==> src/rtl/d_ff_bist.sv <==
// Stimulus-and-check engine for a D flip-flop: drives d/reset from an LFSR,
// tracks the expected q with a one-cycle reference model and counts mismatches.
module d_ff_bist #(
  parameter int unsigned NUM_VECTORS = 256,
  parameter logic [15:0] SEED        = 16'hACE1,
  parameter int unsigned RST_EVERY   = 0,
  parameter int unsigned CNT_W       = 16
) (
  input  logic             clk,
  input  logic             reset,
  input  logic             start,
  input  logic             dut_q,
  output logic             dut_d,
  output logic             dut_reset,
  output logic             busy,
  output logic             done,
  output logic             pass,
  output logic [CNT_W-1:0] err_count,
  output logic [CNT_W-1:0] chk_count
);

  localparam logic [15:0]      SeedEff = (SEED == 16'h0000) ? 16'h0001 : SEED;
  localparam int unsigned      IdxW    = (NUM_VECTORS > 1) ? $clog2(NUM_VECTORS) : 1;
  localparam logic [IdxW-1:0]  IdxLast = IdxW'(NUM_VECTORS - 1);
  localparam int unsigned      RstW    = (RST_EVERY > 1) ? $clog2(RST_EVERY) : 1;
  localparam logic [RstW-1:0]  RstLast = RstW'((RST_EVERY > 0) ? RST_EVERY - 1 : 0);
  localparam logic [CNT_W-1:0] CntMax  = '1;

  typedef enum logic [2:0] {StIdle, StRstd, StRun, StDrain, StDone} state_e;

  state_e           state_q, state_d;
  logic             rstd_cnt_q, rstd_cnt_d;
  logic [IdxW-1:0]  idx_q, idx_d;
  logic [RstW-1:0]  rcnt_q, rcnt_d;
  logic [15:0]      lfsr_q, lfsr_d;
  logic             exp_q;
  logic             hold_q;  // keeps the DUT in reset while this block is in reset
  logic [CNT_W-1:0] err_q, err_d, chk_q, chk_d;
  logic             pass_q, pass_d;
  logic             inject;
  logic             compare;

  assign inject    = (RST_EVERY > 0) && (rcnt_q == RstLast);
  assign compare   = (state_q == StRun) || (state_q == StDrain);

  assign dut_d     = (state_q == StRun) && lfsr_q[0];
  assign dut_reset = hold_q || (state_q == StRstd) || ((state_q == StRun) && inject);
  assign busy      = (state_q == StRstd) || (state_q == StRun) || (state_q == StDrain);
  assign done      = (state_q == StDone);
  assign pass      = pass_q;
  assign err_count = err_q;
  assign chk_count = chk_q;

  always_comb begin
    state_d    = state_q;
    rstd_cnt_d = rstd_cnt_q;
    idx_d      = idx_q;
    rcnt_d     = rcnt_q;
    lfsr_d     = lfsr_q;
    err_d      = err_q;
    chk_d      = chk_q;
    pass_d     = pass_q;

    if (compare) begin
      if (chk_q != CntMax) chk_d = chk_q + 1'b1;
      if ((dut_q != exp_q) && (err_q != CntMax)) err_d = err_q + 1'b1;
    end

    unique case (state_q)
      StIdle: begin
        if (start) begin
          state_d    = StRstd;
          rstd_cnt_d = 1'b0;
          err_d      = '0;
          chk_d      = '0;
          lfsr_d     = SeedEff;
          pass_d     = 1'b0;
        end
      end
      StRstd: begin
        rstd_cnt_d = 1'b1;
        if (rstd_cnt_q) begin
          state_d = StRun;
          idx_d   = '0;
          rcnt_d  = '0;
        end
      end
      StRun: begin
        lfsr_d = {lfsr_q[14:0], lfsr_q[15] ^ lfsr_q[13] ^ lfsr_q[12] ^ lfsr_q[10]};
        idx_d  = idx_q + 1'b1;
        rcnt_d = (rcnt_q == RstLast) ? '0 : rcnt_q + 1'b1;
        if (idx_q == IdxLast) state_d = StDrain;
      end
      StDrain: begin
        state_d = StDone;
        // Include the final compare made on this same edge.
        pass_d  = (err_d == '0);
      end
      StDone:  state_d = StIdle;
      default: state_d = StIdle;
    endcase
  end

  always_ff @(posedge clk) begin
    if (reset) begin
      state_q    <= StIdle;
      rstd_cnt_q <= 1'b0;
      idx_q      <= '0;
      rcnt_q     <= '0;
      lfsr_q     <= SeedEff;
      exp_q      <= 1'b0;
      hold_q     <= 1'b1;
      err_q      <= '0;
      chk_q      <= '0;
      pass_q     <= 1'b0;
    end else begin
      state_q    <= state_d;
      rstd_cnt_q <= rstd_cnt_d;
      idx_q      <= idx_d;
      rcnt_q     <= rcnt_d;
      lfsr_q     <= lfsr_d;
      exp_q      <= dut_reset ? 1'b0 : dut_d;
      hold_q     <= 1'b0;
      err_q      <= err_d;
      chk_q      <= chk_d;
      pass_q     <= pass_d;
    end
  end

endmodule

==> config.mk <==
export PLATFORM = sky130hd
export DESIGN_NAME = d_ff_bist
export DESIGN_NICKNAME = d
export VERILOG_FILES = /design/src/rtl/d_ff_bist.sv
export SDC_FILE = /design/constraint.sdc
export NUM_CORES = 1
export LEC_CHECK = 0
export CORE_MARGIN = 4
export CORE_UTILIZATION = 23
export CTS_CLUSTER_DIAMETER = 30
export CTS_CLUSTER_SIZE = 28
export DETAILED_ROUTE_END_ITERATION = 7
export GPL_TIMING_DRIVEN = 0
export SETUP_SLACK_MARGIN = 0.3
export SYNTH_ARGS = -nofsm -noshare
export SYNTH_HDL_FRONTEND = slang
export SYNTH_SLANG_ARGS = --single-unit
==> constraint.sdc <==
create_clock -name clk -period 2.95 [get_ports clk]
set_input_delay 0.885 -clock clk [delete_from_list [all_inputs] [get_ports clk]]
set_output_delay 0.885 -clock clk [all_outputs]
set_load 0.02 [all_outputs]
==> run_results.csv <==
group,metric,value,unit
placed_design,port_buffers,40,
layout,post_route_cells_drive_above_1_share,10.7,%
logic_synthesis,avgSynthCellArea,8.61,µm²
placed_design,hpwl,5180,µm
drt,detail_route.wirelength,7220,µm
logic_synthesis,synth_enable_flop_cells,0,
drt,dr_total_vias,2622,
worst_setup_path,r2r_start,"err_count[0]",
layout,diodes_inserted,0,
layout,final_cell_count_without_fillers,575,
worst_setup_path,timing.critical_path.from,"state_q[0]",
drt,drt_first_iter_violations,139,
logic_synthesis,async_reset_ff_share,0,%
logic_synthesis,synthTopCellsByCount,"dfxtp_1, nor2_1, xnor2_1, nand2_1, nand2b_1",
floorplan,start_util,23.5,%
clocking,clkTransAtPathRegs,0.06,ns
logic_synthesis,netlist_area,0.00297,mm²
worst_setup_path,start_kind,"flip-flop",
hold_path,hold_start,"lfsr_q[1]",
sta,fmax,0.391,GHz
hold_path,worst_hold_path_type,"reg2reg",
logic_synthesis,synth_nets,352,
grt,grt-busiest-layer,"met2",
layout,flow.area_growth_from_synthesis,33.5,%
sta,setup-violations-final,0,
grt,grt_pass1_wl,12000,µm
logic_synthesis,yosys.cell_count.top_type,"dfxtp_1",
sta,worstMarginPinSlew,0.586,ns
sta,min_period,2.56,ns
worst_setup_path,critical_path_fanout_max,9,
sta,timing.slew.headroom,60.7,%
logic_synthesis,yosys_warnings,0,
clocking,root_buffer,"clkbuf_16",
logic_synthesis,synth_top_flop_cell,"dfxtp_1",
grt,initial_antenna_violation_count,0,
logic_synthesis,post-synth-top-area-cell,"dfxtp_1",
grt,grt_usage,10.3,%
clocking,max-clock-path-buffers,2,
logic_synthesis,post_synth_inst_count,345,
placed_design,placement_setup_slack,-0.231,ns
clocking,clkSinkCount,63,
clocking,tritoncts,"yes",
grt,grt_overflow_total,0,
drt,wl_per_cell,12.6,µm
sta,grt_setup_unrepaired,"no",
worst_setup_path,critPathKind,"reg2out",
logic_synthesis,ys_seq_elements,63,
placed_design,placed_cells_incl_taps,557,
floorplan,die_w,122,µm
worst_setup_path,worst_ep_arrival_time,1.67,ns
grt,first_global_vias,2486,
logic_synthesis,yosys.cell_types.count,49,
grt,grtUsageMet2,15.9,%
drt,drtPass1Iterations,4,
logic_synthesis,synth_top_cell_area_share,42.5,%
logic_synthesis,synth_top_area_cells,"dfxtp_1, nor2_1, xnor2_1",
floorplan,pin_count,41,
floorplan,fp.dieArea,0.0148,mm²
power,peakVddDrop,0.221,mV
worst_setup_path,timing.critical_path.to_type,"output pin",
floorplan,row_count,41,
drt,ant_nets,0,
sta,final.setup_skew,0.00595,ns
grt,grtUsageMet1,12.6,%
drt,viasPerCell,4.56,
clocking,clock_insertion_delay_worst_skew,0.33,ns
logic_synthesis,synth_sequential_area_ratio,42.5,%
run_status,outcome,"finished, final reports clean",
clocking,cts-htree-levels,3,
floorplan,core,0.0126,mm²
drt,route.detailed.drc,0,
grt,use_met3,3.71,%
power,pwr_density_cell,520,mW/mm²
sta,fin_ws,0.392,ns
placed_design,globalplace.congestion,0.749,
clocking,cts-buffers-inserted,9,
sta,hold_viol,0,
worst_setup_path,critPathRequiredTime,2.07,ns
layout,layout.nets,405,
power,total_leakage_power,0.00132,µW
sta,finalCritPeriodShare,86.7,%
grt,grt_max_degree,14,
run,cap_viol_max_count,0,
sta,timing_max_transition_violations_final,0,
floorplan,die_h,122,µm
layout,n_fill_cell,1372,
flip-flops by register name, indices dropped and copies added (netlist names), 3 cells and up:
| register | cells |
|---|---|
| lfsr_q | 16 |
| chk_count | 16 |
| idx_q | 8 |
| err_count | 16 |
| state_q | 3 |
where the power goes:
| group | switching (µW) | internal [µW] |
|---|---|---|
| registers | 6.42 | 860 |
| clock network | 424 | 662 |
| logic | 66.0 | 40.2 |
| total | 497 | 1560 |
area by class of cell:
cell class / count / area [µm²] / share of cell area [%]
multi-input combinational: 259 / 1670 / 42.1
clock buffer: 9 / 225 / 5.68
tap: 172 / 215 / 5.43
buffer: 15 / 67.6 / 1.71
inverter: 8 / 30.0 / 0.758
sequential: 63 / 1260 / 31.9
clock inverter: 7 / 81.3 / 2.05
timing repair buffer: 42 / 412 / 10.4
worst paths after layout:
path / slack, ns / depth (start not counted) / end
hold reg to reg: 0.47 / 2 / lfsr_q[1]
setup reg to reg: 0.49 / 7 / pass
setup / recovery: 0.39 / 4 / done
hold / removal: 0.47 / 2 / lfsr_q[1]
cells by family after synthesis:
kind of cell               share of synthesized area (%)
buffers and inverters                               3.08
DFF                                                 42.5
AOI/OAI and AO/OA                                   12.7
xor gates and xnor gates                            9.73
and+or+nand+nor                                     28.7
muxes                                               2.02
adders and majority gates                           1.26
layer usage:
layer | routed length [µm] | vias to the layer above
met3 | 418 | 14
met4 | 188 | 0
met2 | 3360 | 47
met5 | 0 | -
met1 | 3250 | 1226
li1 | - | 1335
metrics by stage:
| step | utilization (%) | cell area (µm²) | total power (µW) | setup TNS, ns | hold slack (ns) |
|---|---|---|---|---|---|
| after floorplan | - | 2970 | 951 | 0 | 0.437 |
| after global placement | 28.4 | 3580 | 987 | -0.189 | 0.448 |
| after detailed placement | 28.4 | 3580 | 988 | -0.231 | 0.456 |
| after CTS | 31.0 | 3910 | 2090 | 0 | 0.466 |
| after global routing | 31.4 | 3960 | 2140 | 0 | 0.489 |
| final | 31.4 | 3960 | 2060 | 0 | 0.468 |
critical path, stage by stage, from the launching register on:
cell	delay [ns]
dfxtp_1	0.30
clkbuf_2	0.16
nor2_2	0.15
and2_1	0.14
clkdlybuf4s50_1	0.60
cell usage in the layout (no fill, tap or decap), types with 2 or more instances in the layout:
cell type        count
a211oi_1             4
a21o_1               2
a21oi_1             11
a22oi_1              7
a31oi_1              3
and3_1               6
and4_1               3
buf_4                4
clkbuf_1            10
clkbuf_16            9
clkbuf_2             3
clkdlybuf4s50_1     37
clkinv_4             4
dfxtp_1             60
dfxtp_2              3
ha_1                 2
inv_1                8
mux2i_1              6
nand2_1             17
nand2b_1            16
nand3_1             12
nand4_1             15
nor2_1              53
nor2_2               2
nor2b_1              4
nor3_1              14
nor4_1               5
o21ai_0              5
o22ai_1              8
or2_2                2
or3_1                3
xnor2_1             21
xor2_1              11
repair_timing:
item	4_1_cts	5_1_grt
endpoints found under the setup margin	4	3
buffers inserted	0	2
pin swaps	1	2
gates resized for setup	10	14
hold buffers	0	0
Power figures use the tool's default switching activity.
